File: src/rtl/cell_bist_pkg.sv
// Shared types and constants for the single-cell BIST sequencer.
// Contents: FSM state enum, input/settle limits, reference truth tables
// for the common 4-input cells (bit v = expected Y for input vector v).
package cell_bist_pkg;

  localparam int unsigned MAX_INPUTS = 4;
  localparam int unsigned MAX_SETTLE = 15;
  localparam int unsigned SETTLE_W   = $clog2(MAX_SETTLE + 1);

  typedef enum logic [1:0] {
    IDLE   = 2'd0,
    APPLY  = 2'd1,
    SAMPLE = 2'd2,
    DONE   = 2'd3
  } bist_state_e;

  localparam logic [15:0] TT_NOR4  = 16'h0001;
  localparam logic [15:0] TT_NAND4 = 16'h7FFF;
  localparam logic [15:0] TT_AND4  = 16'h8000;
  localparam logic [15:0] TT_OR4   = 16'hFFFE;

endpackage

File: src/rtl/cell_bist_settle_timer.sv
// Loadable down-counter that times the APPLY phase.
// Ports:
//   clk, rst     clock, asynchronous active-high reset
//   load_i       load load_val_i (wins over en_i)
//   en_i         decrement by one, saturating at zero
//   load_val_i   value to load
//   tc_o         registered terminal count: counter is zero
module cell_bist_settle_timer #(
  parameter int unsigned WIDTH = 4
) (
  input  logic             clk,
  input  logic             rst,
  input  logic             load_i,
  input  logic             en_i,
  input  logic [WIDTH-1:0] load_val_i,
  output logic             tc_o
);

  logic [WIDTH-1:0] cnt_q, cnt_d;
  logic             tc_q;

  // Next count: load has priority, decrement stops at zero.
  always_comb begin
    cnt_d = cnt_q;
    if (load_i) begin
      cnt_d = load_val_i;
    end else if (en_i && (cnt_q != '0)) begin
      cnt_d = cnt_q - WIDTH'(1);
    end
  end

  // tc is registered from the next count so it lines up with cnt_q.
  always_ff @(posedge clk or posedge rst) begin
    if (rst) begin
      cnt_q <= '0;
      tc_q  <= 1'b1;
    end else begin
      cnt_q <= cnt_d;
      tc_q  <= (cnt_d == '0);
    end
  end

  assign tc_o = tc_q;

endmodule

File: src/rtl/cell_bist_sequencer.sv
// BIST controller for one combinational library cell: sweeps every input
// vector into the CUT, holds each for SETTLE_CYCLES, samples Y once and
// compares it against a truth table captured at start.
// Ports:
//   clk, rst        clock, asynchronous active-high reset
//   start_i         begin a run (honoured only in IDLE)
//   truth_table_i   expected Y; bit v is the output for input vector v
//   dut_in_o        CUT inputs, bit 0 -> A1
//   dut_out_i       CUT output Y
//   busy_o          run in progress
//   done_o          one-cycle pulse at end of run
//   pass_o          result of last completed run
//   fail_count_o    mismatching vectors in the last/current run
//   fail_vec_o      first mismatching vector (valid when pass_o=0 after done)
// Build option: define CELL_BIST_STOP_ON_FAIL_EN to end the run at the
// first mismatching vector.
module cell_bist_sequencer
  import cell_bist_pkg::*;
#(
  parameter int unsigned N_INPUTS      = 4,
  parameter int unsigned SETTLE_CYCLES = 2
) (
  input  logic                     clk,
  input  logic                     rst,
  input  logic                     start_i,
  input  logic [(1<<N_INPUTS)-1:0] truth_table_i,
  output logic [N_INPUTS-1:0]      dut_in_o,
  input  logic                     dut_out_i,
  output logic                     busy_o,
  output logic                     done_o,
  output logic                     pass_o,
  output logic [N_INPUTS:0]        fail_count_o,
  output logic [N_INPUTS-1:0]      fail_vec_o
);

  localparam int unsigned NV    = 1 << N_INPUTS;
  localparam int unsigned CNT_W = N_INPUTS + 1;

  bist_state_e          state_q, state_d;
  logic [N_INPUTS-1:0]  dut_in_q, dut_in_d;
  logic                 busy_q, busy_d;
  logic                 done_q, done_d;
  logic                 pass_q, pass_d;
  logic [CNT_W-1:0]     fail_count_q, fail_count_d;
  logic [N_INPUTS-1:0]  fail_vec_q, fail_vec_d;
  logic [NV-1:0]        table_q, table_d;

  logic                 timer_load, timer_en, settle_tc;
  logic                 mismatch, last_vec, stop_hit, sample_end;

  cell_bist_settle_timer #(
    .WIDTH(SETTLE_W)
  ) u_settle_timer (
    .clk       (clk),
    .rst       (rst),
    .load_i    (timer_load),
    .en_i      (timer_en),
    .load_val_i(SETTLE_W'(SETTLE_CYCLES - 1)),
    .tc_o      (settle_tc)
  );

  assign mismatch = (dut_out_i != table_q[dut_in_q]);
  assign last_vec = (dut_in_q == '1);

`ifdef CELL_BIST_STOP_ON_FAIL_EN
  assign stop_hit = mismatch;
`else
  assign stop_hit = 1'b0;
`endif

  assign sample_end = last_vec || stop_hit;

  // State register.
  always_ff @(posedge clk or posedge rst) begin
    if (rst) state_q <= IDLE;
    else     state_q <= state_d;
  end

  // Next-state logic.
  always_comb begin
    state_d = state_q;
    case (state_q)
      IDLE:    if (start_i) state_d = APPLY;
      APPLY:   if (settle_tc) state_d = SAMPLE;
      SAMPLE:  state_d = sample_end ? DONE : APPLY;
      DONE:    state_d = IDLE;
      default: state_d = IDLE;
    endcase
  end

  // Output / datapath next values; all outputs leave through registers.
  always_comb begin
    dut_in_d     = dut_in_q;
    busy_d       = busy_q;
    done_d       = 1'b0;
    pass_d       = pass_q;
    fail_count_d = fail_count_q;
    fail_vec_d   = fail_vec_q;
    table_d      = table_q;
    timer_load   = 1'b0;
    timer_en     = 1'b0;
    case (state_q)
      IDLE: begin
        if (start_i) begin
          table_d      = truth_table_i;
          dut_in_d     = '0;
          fail_count_d = '0;
          fail_vec_d   = '0;
          busy_d       = 1'b1;
          timer_load   = 1'b1;
        end
      end
      APPLY: begin
        timer_en = 1'b1;
      end
      SAMPLE: begin
        if (mismatch) begin
          if (fail_count_q == '0) fail_vec_d = dut_in_q;
          fail_count_d = fail_count_q + CNT_W'(1);
        end
        if (sample_end) begin
          // Registered so done/pass/busy change together on entry to DONE.
          done_d   = 1'b1;
          busy_d   = 1'b0;
          dut_in_d = '0;
          pass_d   = (fail_count_d == '0);
        end else begin
          dut_in_d   = dut_in_q + N_INPUTS'(1);
          timer_load = 1'b1;
        end
      end
      default: ;
    endcase
  end

  // Datapath and output registers.
  always_ff @(posedge clk or posedge rst) begin
    if (rst) begin
      dut_in_q     <= '0;
      busy_q       <= 1'b0;
      done_q       <= 1'b0;
      pass_q       <= 1'b0;
      fail_count_q <= '0;
      fail_vec_q   <= '0;
      table_q      <= '0;
    end else begin
      dut_in_q     <= dut_in_d;
      busy_q       <= busy_d;
      done_q       <= done_d;
      pass_q       <= pass_d;
      fail_count_q <= fail_count_d;
      fail_vec_q   <= fail_vec_d;
      table_q      <= table_d;
    end
  end

  assign dut_in_o     = dut_in_q;
  assign busy_o       = busy_q;
  assign done_o       = done_q;
  assign pass_o       = pass_q;
  assign fail_count_o = fail_count_q;
  assign fail_vec_o   = fail_vec_q;

endmodule

File: config.mk
export PLATFORM = sky130hd
export DESIGN_NAME = cell_bist_sequencer
export DESIGN_NICKNAME = d
export VERILOG_FILES = /design/src/rtl/cell_bist_pkg.sv /design/src/rtl/cell_bist_settle_timer.sv /design/src/rtl/cell_bist_sequencer.sv
export SDC_FILE = /design/constraint.sdc
export NUM_CORES = 1
export LEC_CHECK = 0
export ABC_CLOCK_PERIOD_IN_PS = 3000
export BUFFER_PORTS_ARGS = -buffer_cell sky130_fd_sc_hd__buf_2
export CAP_MARGIN = 25
export CORE_UTILIZATION = 57
export CTS_BUF_LIST = sky130_fd_sc_hd__clkbuf_2 sky130_fd_sc_hd__clkbuf_4 sky130_fd_sc_hd__clkbuf_8
export DETAILED_ROUTE_END_ITERATION = 10
export PLACE_DENSITY_LB_ADDON = 0.25
export SYNTH_ARGS = -nofsm -noshare
export SYNTH_HDL_FRONTEND = slang
export SYNTH_SLANG_ARGS = --single-unit
File: constraint.sdc
create_clock -name clk -period 3 [get_ports clk]
set_clock_uncertainty 0.05 [all_clocks]
set_input_delay 0.45 -clock clk [delete_from_list [all_inputs] [get_ports clk]]
set_output_delay 0.45 -clock clk [all_outputs]
set_load 0.01 [all_outputs]
### Yosys cells after proc, flatten, opt, wreduce, memory -nomap -nowiden

Cells that the tools add are included.

* output and inout bits: 16
* word-level logic and storage cells: 64
* bits in registers: 39

* reductions and logical operators: 13
* $lt $le $gt $ge: 1
* multiplexer cells: 27
* add/subtract/negate cells: 3
* equality and inequality tests: 10

Operator list (count)
* $mux 4: 6
* $pmux 4 s2: 2
* $mux 5: 3
* $logic_not 5->1: 2
* $pmux 5 s2: 1
* $mux 1: 8
* $ne 2x2->1 const B: 4
* $pmux 2 s4: 1
* $reduce_and 2->1: 4
* $mux 2: 3
* $add 5x1->5 const B: 1
* $lt 4x5->1 const B: 1
* $add 4x1->4 const B: 1
* $bmux 1 s4: 1
* $eq 2x2->1 const B: 2
* $eq 4x4->1 const B: 1
* $logic_not 4->1: 1
* $pmux 1 s2: 2
* $reduce_and 4->1: 1
* $reduce_bool 4->1: 1
* $sub 4x1->4 const B: 1
* $reduce_and 3->1: 1
* $eq 2x1->1 const B: 1
* $logic_not 2->1: 1
* 4 further kinds: 4

### Longest topological paths before layout

* word-level depth: 6
* depth in mapped cells: 7

### Hierarchy

A second synthesis with hierarchy kept.

* cells, all modules: 227
* area, all modules: 2062.0 sq um

By module, submodules not included
* cell_bist_sequencer: instances 1, cells an instance 197, area an instance 1764.2 sq um
* cell_bist_settle_timer: instances 1, cells an instance 30, area an instance 297.8 sq um

### Least setup slack after synthesis

OpenSTA, ideal clock, no wires.

* kind: register to register
* start: register dut_in_q[1], in the netlist dut_in_o[1]
* end: register fail_count_q[0], in the netlist fail_count_o[0]
* library setup time: 0.125 ns
* clock period less this slack: 2.420 ns
* stages on the path, launching flop included: 8
* path buffers: 2
* required time: 2.825 ns
* arrival: 2.245 ns
* setup slack: 0.580 ns
* cell sequence: dfrtp_1 buf_4 mux4_2 mux4_2 xor2_1 buf_4 and2_4 mux2_4

* cells in the longest elaborated chain, start to end: 6

Ends and longest elaborated chain
* start, declared: RTL line cell_bist_sequencer.sv:40 `logic [N_INPUTS-1:0] dut_in_q, dut_in_d;`
* start signal, assigned: RTL line cell_bist_sequencer.sv:147 `dut_in_q <= dut_in_d;`
* $bmux 1 s4: RTL line cell_bist_sequencer.sv:62 `assign mismatch = (dut_out_i != table_q[dut_in_q]);`
* $mux 1 (implied by the code): RTL line cell_bist_sequencer.sv:62
* $ne 1x1->1: RTL line cell_bist_sequencer.sv:62
* $mux 5: RTL line cell_bist_sequencer.sv:117 `if (mismatch) begin`
* $mux 5: RTL line cell_bist_sequencer.sv:102 `case (state_q)`
* $pmux 5 s2: RTL line cell_bist_sequencer.sv:102
* end signal, assigned: RTL line cell_bist_sequencer.sv:151 `fail_count_q <= fail_count_d;`
* end, declared: RTL line cell_bist_sequencer.sv:44 `logic [CNT_W-1:0] fail_count_q, fail_count_d;`

No other way between the ends. The select of a mux whose other input is x is not followed.
A chain may end at the register's enable or synchronous reset.

### Worst setup path after layout

* start: register dut_in_q[1], in the netlist dut_in_o[1]
* end: register fail_vec_q[0], in the netlist fail_vec_o[0]

* cells in the longest elaborated chain, start to end: 5

Ends and longest elaborated chain
* $bmux 1 s4: RTL line cell_bist_sequencer.sv:62
* $mux 1 (implied by the code): RTL line cell_bist_sequencer.sv:62
* $ne 1x1->1: RTL line cell_bist_sequencer.sv:62
* $ne 2x2->1 (no line)
* $reduce_and 4->1 (no line)
* end signal, assigned: RTL line cell_bist_sequencer.sv:152 `fail_vec_q <= fail_vec_d;`
* end, declared: RTL line cell_bist_sequencer.sv:45 `logic [N_INPUTS-1:0] fail_vec_q, fail_vec_d;`

No other way between the ends. The select of a mux whose other input is x is not followed.

==> results.md <==
- Outcome: completed
- I/O pins: 36
- Detailed-routing iteration count for the pre-antenna-repair pass: 4
- Core area: 0.00310 mm^2
- Detailed Route WL: 3.72 mm
- Total CTS buffers: 5
- Number of global-route vias before repair: 1409
- Post-layout min period: 2.61 ns
- Crit path capture type: flop
- Clk Latency, worst-skew pair: 0.35 ns
- Overflow left after global routing: 0
- PD cells: 795 mW/mm^2
- Element type at the critical path start: flop
- Final hold vios: 0
- Max Slew Vio Count: 0
- Share of async-settable or async-resettable flops after synthesis: 1.00
- Worst-case clock buffer depth: 2
- CTS tree: yes
- Starting Density: 0.611
- Worst endpoint data arrival time: 2.80 ns
- MaxCap Viol Count: 0
- Crit path required time: 3.20 ns
- Die area: 0.00356 mm^2
- Number of enable flip-flop cells after synthesis: 0
- Post-CTS Repair Setup Buffers: 0
- Reg2Reg Capture Point: fail_vec_o[0]$_DFFE_PP0P_
- Classification of the worst-slack hold path: in2async
- Post-synthesis area per instance: 11.6 um^2
- Warnings from Yosys: 0
- Number of synthesized register bits: 39
- GPL Wtd Cong: 0.845
- Worst Setup Path Type: reg2reg
- Total design power: 1.74 mW
- Register-to-register path setup slack: 0.39 ns
- Count of antenna diodes in the layout: 0
- Post-detailed-route DRC marker count: 0
- Sum Neg Setup Slack: 0 ns
- Worst stage delay on the critical path: 0.60 ns
- Resize count post-CTS: 0
- Most common library cell in the layout ignoring fill and taps: dfrtp_1
- Final setup violation count: 0
- Main flop type after synthesis: dfrtp_1
- Num Clock Sinks: 39
- Post-Synthesis Net Count: 187
- Worst-path cell chain: mux4_2, mux4_2, xor2_1, nand4_1, mux2_2
- Cell mode on critical path: mux4_2
- Global-route wire length before repair: 6.44 mm
- CTS root buf: clkbuf_4
- Worst hold slack: 0.149 ns
- Leakage power: 1.04 nW
- Fraction of final layout cells with drive strength greater than 1: 0.381
- Number of vias in the routed layout: 1405
- RSZ-0062 raised after global routing: no
- Vias/cell: 5.71
- Netlist cell types: 34
- Cell with the largest stage delay on the worst path: dfrtp_1
- CTS Hold Buffers Added: 0
- Nets: 225
- F_max: 0.383 GHz
- Maximum vdd ir drop: 545 uV
- Routed wirelength normalized by instance count: 15.1 um
- R2R Path Start: dut_in_o[1]$_DFFE_PP0P_
- Final-layout fill cell count: 241
- Worst R2R Path Depth: 5
- Count of H-tree levels built during CTS: 2
- Maximum number of pins on one net before global-route repair: 40
- Share of the cycle needed by the critical path after routing: 0.870
- Slew Limit Headroom: 0.504
- Detailed placement HPWL: 2.62 mm
- Worst-path fanout max: 10
- Remaining antenna violation count after routing: 0
- Number of antenna violations at the first check in global routing: 0
- Clock slew seen by the registers of the worst setup and hold paths: 0.11 ns
- Starting DRC count in detailed routing: 62
- Std-Cell Rows: 20
- Vertical die dimension: 59.7 um
- Syn Inst Count: 163
- Proportion of synthesized chip area in sequential cells: 0.515
- Number of buffer cells added on primary ports: 35
- Worst-Margin Slew: 0.743 ns
- Total GRT Usage: 0.250
- Area growth, synth to finish: 15.6%
- Die width: 59.7 um
- Mapped cell area: 0.00190 mm^2
- Most frequent cells in the layout: dfrtp_1, buf_2, mux2_2, nand2_1, nor2_1
state kept, by name (all words and copies together), names as in the netlist:
signal / count
fail_count_o: 5
dut_in_o: 4
busy_o: 1
done_o: 1
fail_vec_o: 4
table_q: 16
pass_o: 1
state_q: 2
u_settle_timer.cnt_q: 4
u_settle_timer.tc_o: 1
metrics by stage:
step / instance area, um^2 / utilization / worst slack [ns] / instances
after floorplan: 1900 / - / 0.580 / 163
after global placement: 2120 / 0.683 / 0.516 / 238
after detailed placement: 2120 / 0.683 / 0.407 / 238
after CTS: 2190 / 0.707 / 0.394 / 246
after global routing: 2190 / 0.707 / 0.206 / 246
final: 2190 / 0.707 / 0.391 / 246
logic make-up (layout without fill, tap and decap cells):
kind of cell               after synthesis  in the layout  synth area share
AOI/OAI and AO/OA                       21             21            0.0706
xor gates and xnor gates                 5              5            0.0231
adders and majority gates                4              4            0.0264
buffers and inverters                   14             53            0.0317
DFF                                     39             39             0.515
muxes                                   27             27             0.192
and+or+nand+nor                         53             53             0.141
worst max path at each step:
stage,startpoint,to,slack (ns)
3_5_place_dp,dut_in_o[1]$_DFFE_PP0P_,fail_vec_o[0]$_DFFE_PP0P_,0.41
2_1_floorplan,dut_in_o[1]$_DFFE_PP0P_,fail_count_o[0]$_DFFE_PP0P_,0.58
3_3_place_gp,dut_in_o[1]$_DFFE_PP0P_,fail_vec_o[2]$_DFFE_PP0P_,0.52
5_1_grt,dut_in_o[1]$_DFFE_PP0P_,fail_vec_o[1]$_DFFE_PP0P_,0.21
6_report,dut_in_o[1]$_DFFE_PP0P_,fail_vec_o[0]$_DFFE_PP0P_,0.39
4_1_cts,dut_in_o[1]$_DFFE_PP0P_,fail_vec_o[0]$_DFFE_PP0P_,0.39
routing by layer:
metal	GRT usage	vias up	wire length [um]
li1	-	655	-
met4	0.0797	0	53
met2	0.419	49	1820
met3	0.0671	5	209
met5	0	-	0
met1	0.317	696	1640
cells in the mapped netlist (4+ instances only):
cell	number	area, um^2
nor2_1	8	30.0
dfrtp_1	38	951
nand4_1	4	25.0
inv_1	7	26.3
o21ai_0	7	35.0
nand2b_1	4	25.0
ha_1	4	50.1
mux2_2	21	236
nand2_1	14	52.6
nor2b_1	5	31.3
clkbuf_1	5	18.8
mux4_2	5	113
nand3_1	6	30.0
nor3_1	6	30.0
a21oi_1	4	20.0
final cells by class:
class / count / area [um^2] / area share
clock buffer: 8 / 72.6 / 0.0331
inverter: 7 / 26.3 / 0.0120
multi-input combinational: 110 / 865 / 0.394
sequential: 39 / 977 / 0.446
tap: 44 / 55.1 / 0.0251
timing repair buffer: 38 / 198 / 0.0901
critical path: cells and delay by family (launching register included):
family | cells | cell delay [ns]
multiplexers | 3 | 1.41
AND/OR/NAND/NOR | 1 | 0.24
XOR/XNOR | 1 | 0.21
flip-flops | 1 | 0.60
power breakdown:
part,switching [mW],leakage [nW],total (mW),internal (mW)
Sequential,0.128,0.489,0.820,0.692
Combinational,0.288,0.506,0.611,0.323
Clock,0.166,0.0420,0.313,0.147
No activity file was read; power rests on OpenSTA's default activity.
